$ cat config.mk
export PLATFORM = sky130hd
export DESIGN_NAME = fifo_wr_arbiter
export DESIGN_NICKNAME = d
export VERILOG_FILES = /design/src/rtl/fifo_wr_arbiter.sv
export SDC_FILE = /design/constraint.sdc
export NUM_CORES = 1
export LEC_CHECK = 0
export CAP_MARGIN = 10
export CORE_MARGIN = 2
export CORE_UTILIZATION = 41
export CTS_CLUSTER_DIAMETER = 80
export CTS_CLUSTER_SIZE = 20
export DETAILED_ROUTE_END_ITERATION = 10
export GPL_TIMING_DRIVEN = 0
export PLACE_DENSITY = 0.77
export SLEW_MARGIN = 10
export SYNTH_ARGS = -nofsm -noshare
export SYNTH_HDL_FRONTEND = slang
export SYNTH_SLANG_ARGS = --single-unit
$ cat constraint.sdc
create_clock -name clk -period 1.8 [get_ports clk]
set_clock_uncertainty 0.1 [all_clocks]
set_input_delay 0.45 -clock clk [delete_from_list [all_inputs] [get_ports clk]]
set_output_delay 0.45 -clock clk [all_outputs]
set_load 0.005 [all_outputs]
$ cat src/rtl/fifo_wr_arbiter.sv
// Two-requester round-robin arbiter feeding a single FIFO write port.
// Requester readies are combinational. The FIFO write data and enable are
// registered, so a word accepted at edge N is written in cycle N+1.
// Write-ack and overflow status from the FIFO are watched and latched into
// sticky error flags.
module fifo_wr_arbiter #(
  parameter int unsigned DATA_WIDTH = 16,
  parameter int unsigned FIFO_DEPTH = 8
) (
  input  logic                  clk,
  input  logic                  rst_n,
  input  logic                  req0_valid,
  input  logic [DATA_WIDTH-1:0] req0_data,
  output logic                  req0_ready,
  input  logic                  req1_valid,
  input  logic [DATA_WIDTH-1:0] req1_data,
  output logic                  req1_ready,
  output logic [DATA_WIDTH-1:0] fifo_data_in,
  output logic                  fifo_wr_en,
  input  logic                  fifo_full,
  input  logic                  fifo_almostfull,
  input  logic                  fifo_wr_ack,
  input  logic                  fifo_overflow,
  output logic                  last_grant,
  output logic [15:0]           wr_count,
  output logic                  ack_err,
  output logic                  ovf_err
);

  localparam int unsigned CNT_W = 16;
  // A zero-depth FIFO can never take a write.
  localparam logic DEPTH_OK = (FIFO_DEPTH != 0);

  logic                  rr_ptr_q,       rr_ptr_d;
  logic                  last_grant_q,   last_grant_d;
  logic [DATA_WIDTH-1:0] fifo_data_in_q, fifo_data_in_d;
  logic                  fifo_wr_en_q,   fifo_wr_en_d;
  logic [CNT_W-1:0]      wr_count_q,     wr_count_d;
  logic                  ack_pend_q,     ack_pend_d;
  logic                  ack_err_q,      ack_err_d;
  logic                  ovf_err_q,      ovf_err_d;

  logic space_ok_c;
  logic grant0_c;
  logic grant1_c;
  logic accept_c;

  // Arbitration: FIFO room check and round-robin tie-break between requesters.
  always_comb begin
    space_ok_c = DEPTH_OK && !fifo_full && !(fifo_almostfull && fifo_wr_en_q);
    grant0_c   = rst_n && space_ok_c && req0_valid && (!req1_valid || !rr_ptr_q);
    grant1_c   = rst_n && space_ok_c && req1_valid && (!req0_valid ||  rr_ptr_q);
    accept_c   = grant0_c || grant1_c;
  end

  // Next-state: capture the accepted word and update pointer, count and error flags.
  always_comb begin
    rr_ptr_d       = rr_ptr_q;
    last_grant_d   = last_grant_q;
    fifo_data_in_d = fifo_data_in_q;
    wr_count_d     = wr_count_q;
    fifo_wr_en_d   = accept_c;
    ack_pend_d     = fifo_wr_en_q;
    ack_err_d      = ack_err_q || (ack_pend_q && !fifo_wr_ack);
    ovf_err_d      = ovf_err_q || fifo_overflow;
    if (accept_c) begin
      fifo_data_in_d = grant1_c ? req1_data : req0_data;
      last_grant_d   = grant1_c;
      rr_ptr_d       = !grant1_c;
      wr_count_d     = wr_count_q + CNT_W'(1);
    end
  end

  // State registers; reset clears everything, dropping any in-flight write.
  always_ff @(posedge clk or negedge rst_n) begin
    if (!rst_n) begin
      rr_ptr_q       <= 1'b0;
      last_grant_q   <= 1'b0;
      fifo_data_in_q <= '0;
      fifo_wr_en_q   <= 1'b0;
      wr_count_q     <= '0;
      ack_pend_q     <= 1'b0;
      ack_err_q      <= 1'b0;
      ovf_err_q      <= 1'b0;
    end else begin
      rr_ptr_q       <= rr_ptr_d;
      last_grant_q   <= last_grant_d;
      fifo_data_in_q <= fifo_data_in_d;
      fifo_wr_en_q   <= fifo_wr_en_d;
      wr_count_q     <= wr_count_d;
      ack_pend_q     <= ack_pend_d;
      ack_err_q      <= ack_err_d;
      ovf_err_q      <= ovf_err_d;
    end
  end

  assign req0_ready   = grant0_c;
  assign req1_ready   = grant1_c;
  assign fifo_data_in = fifo_data_in_q;
  assign fifo_wr_en   = fifo_wr_en_q;
  assign last_grant   = last_grant_q;
  assign wr_count     = wr_count_q;
  assign ack_err      = ack_err_q;
  assign ovf_err      = ovf_err_q;

endmodule

==> results.cfg <==
[synthesis]
synth_seq_cells = 38
postSynthAreaPerCell_sq_um = 11.3
syn_area_sq_um = 1760
yosys.area.top_type_share = 0.541
netlist-cell-type-count = 28
postSynthCellCount = 156
synthesis.yosys.warnings = 0
synth.net_count = 197
synth_largest_area_cell = sky130_fd_sc_hd__dfrtp_1
yosysSeqAreaShare = 0.541
synthTopCellsByArea = sky130_fd_sc_hd__dfrtp_1, sky130_fd_sc_hd__mux2i_1, sky130_fd_sc_hd__a21oi_1

[cells_and_area]
n_antenna_cell = 0
finish.net_count = 308
synthToLayoutAreaGrowth_pct = 68.6
design_area_final_sq_um = 2960
final_cell_mix = sky130_fd_sc_hd__clkdlybuf4s50_1, sky130_fd_sc_hd__dfrtp_1, sky130_fd_sc_hd__buf_4, sky130_fd_sc_hd__a21oi_1
layout_commonest_cell = sky130_fd_sc_hd__clkdlybuf4s50_1
fraction_of_final_layout_cells_sized_beyond_drive_strength_1 = 0.221

[worst_setup_path]
cp_max_fo = 3
launching_element_type_of_the_critical_path = flop
cp-end-kind = output port
required_ns = 1.25
critPathArrivalTime_ns = 1.23
cp_class = reg -> out

[place]
gp_congestion = 0.772
total_of_buffers_placed_on_input_and_output_ports = 77
postPlaceCellArea_sq_um = 2610
detailedPlacementHpwl_um = 2950
dp_worst_slack_ns = -1.13

[drt]
routed_wirelength_um = 4470
detailedRoute.firstPassIterationCount = 3
route.vias.total = 1555
drt_iter0_markers = 50
route.detailed.wl_per_inst_um = 14.1
routed_via_density = 4.91
drt.antenna.violating_nets = 0
detail_route.drc_violations = 0

[global_route]
number_of_global_route_vias_before_repair = 1545
grt_antenna_before_repair = 0
grt_pass1_wl_um = 7380
grt_start_max_net_pins = 11
groute.usage.overall = 0.194
globalRoute.totalOverflow = 0

[clock_tree]
ctsRootBufferMaster = sky130_fd_sc_hd__clkbuf_8
clk_latency_ns = 0.28
cts_max_level = 2
worst_setup_hold_path_clk_slew_ns = 0.07
tritoncts_clock_tree = yes
cts_made_buffers = 5
clock_buffer_depth = 2
clock-sinks = 38

[die]
design.portCount = 78
placeableCoreArea_sq_um = 4060
start_util = 0.433
chipWidth_um = 69.5
die-area_sq_um = 4830
std_cell_rows = 23
fp.dieH_um = 69.5

[timing]
report.final.slew_viol_count = 0
unrepaired_setup_endpoints_after_global_routing = true
period_needed_ns = 1.78
fmax_ghz = 0.563
setup_total_negative_slack_ns = 0
finalCritPeriodShare = 0.986
setup_slack_ns = 0.0246
worst_slew_pin_slew_ns = 0.479
finalHoldViolCount = 0
finalSetupViolCount = 0
timing.max_slew.rel_slack = 0.680

[worst_hold_path]
hold_class = in -> async

[power_and_ir_drop]
vdd_drop_max_mv = 0.572
power_leakage_nw = 1.40
post-layout-total-power_w = 0.00249
total_power_divided_by_cell_area_nw_per_um2 = 841

[status]
run_status = finished, final reports clean

[flow_run]
maxCapViolCount = 0
## metrics by stage
stage	utilization	hold slack [ns]	cells
2_1_floorplan	-	0.0544	156
3_3_place_gp	0.639	0.314	283
3_5_place_dp	0.644	0.316	284
4_1_cts	0.708	0.0682	305
5_1_grt	0.730	0.0705	317
6_report	0.730	0.0735	317
## critical path, cell delays in order (launching register included)
cell	delay [ns]
sky130_fd_sc_hd__dfrtp_1	0.42
sky130_fd_sc_hd__nand2_2	0.10
sky130_fd_sc_hd__and2_4	0.16
sky130_fd_sc_hd__nand2_4	0.04
sky130_fd_sc_hd__a21oi_2	0.10
sky130_fd_sc_hd__buf_2	0.12
## cell type report
type | instances | area, sq um
fillers | 294 | 1090
repair buffers | 105 | 1050
flip-flops and latches | 38 | 956
multi-input cells | 106 | 756
clock buffers | 7 | 76.3
well taps | 50 | 62.6
plain buffers | 6 | 41.3
inverters | 5 | 18.8
## synth_stat cells (all sizes together)
cell    instances
a21oi          18
mux2i          16
xor2            9
nand2b          1
and2            1
nand2          10
clkbuf          1
a21o            2
nor2b           1
a31oi           1
or2             1
nand3           5
buf             6
nor4            7
and4            2
dfrtp          38
nand4           5
inv             5
nor2           16
nor3            3
ha              1
xnor2           6
o211ai          1
## worst paths after layout
check	endpoint	slack, ns	depth (start not counted)	start
setup / recovery	req0_ready	0.02	5	fifo_wr_en
hold / removal	last_grant	0.07	3	rst_n
setup reg to reg	wr_count[14]	0.15	6	fifo_wr_en
hold reg to reg	ack_err	0.35	1	ack_pend_q
max in group asynchronous	wr_count[8]	0.57	2	rst_n
min in group clk	ack_err	0.35	1	ack_pend_q
## state kept, by name, indices dropped and copies added, names as in the netlist
name and count:
fifo_data_in 16, wr_count 16, ack_err 1, ack_pend_q 1, fifo_wr_en 1, last_grant 1, ovf_err 1, rr_ptr_q 1
## power breakdown
group	switching [W]	internal, W
Clock	0.000275	0.000267
Sequential	0.000102	0.00100
Combinational	0.000319	0.000531
Total	0.000696	0.00180
## logic make-up after synthesis
kind of cell             after synthesis  synth area share
AO/OA/AOI/OAI                         22            0.0754
adder cells (fa/ha/maj)                1           0.00712
multiplexers                          16            0.0911
XOR/XNOR                              15            0.0747
AND/OR/NAND/NOR                       52             0.172
buffers and inverters                 12            0.0384
flip-flops                            38             0.541
## per-layer routing
metal | vias to the layer above | GRT usage | routed length, um
met5 | - | 0 | 0
met2 | 50 | 0.312 | 2240
li1 | 757 | - | -
met1 | 744 | 0.248 | 1870
met4 | 0 | 0.0523 | 31
met3 | 4 | 0.0698 | 323
## what timing repair did
action / CTS / global route
setup buffers: 11 / 13
pin swaps: 3 / 3
gates resized for setup: 28 / 4
endpoints found under the hold margin: 18 / 0
hold buffers: 2 / 0
endpoints found under the setup margin: 39 / 16
gates cloned: 2 / 0
No activity file was read; power rests on OpenSTA's default activity.
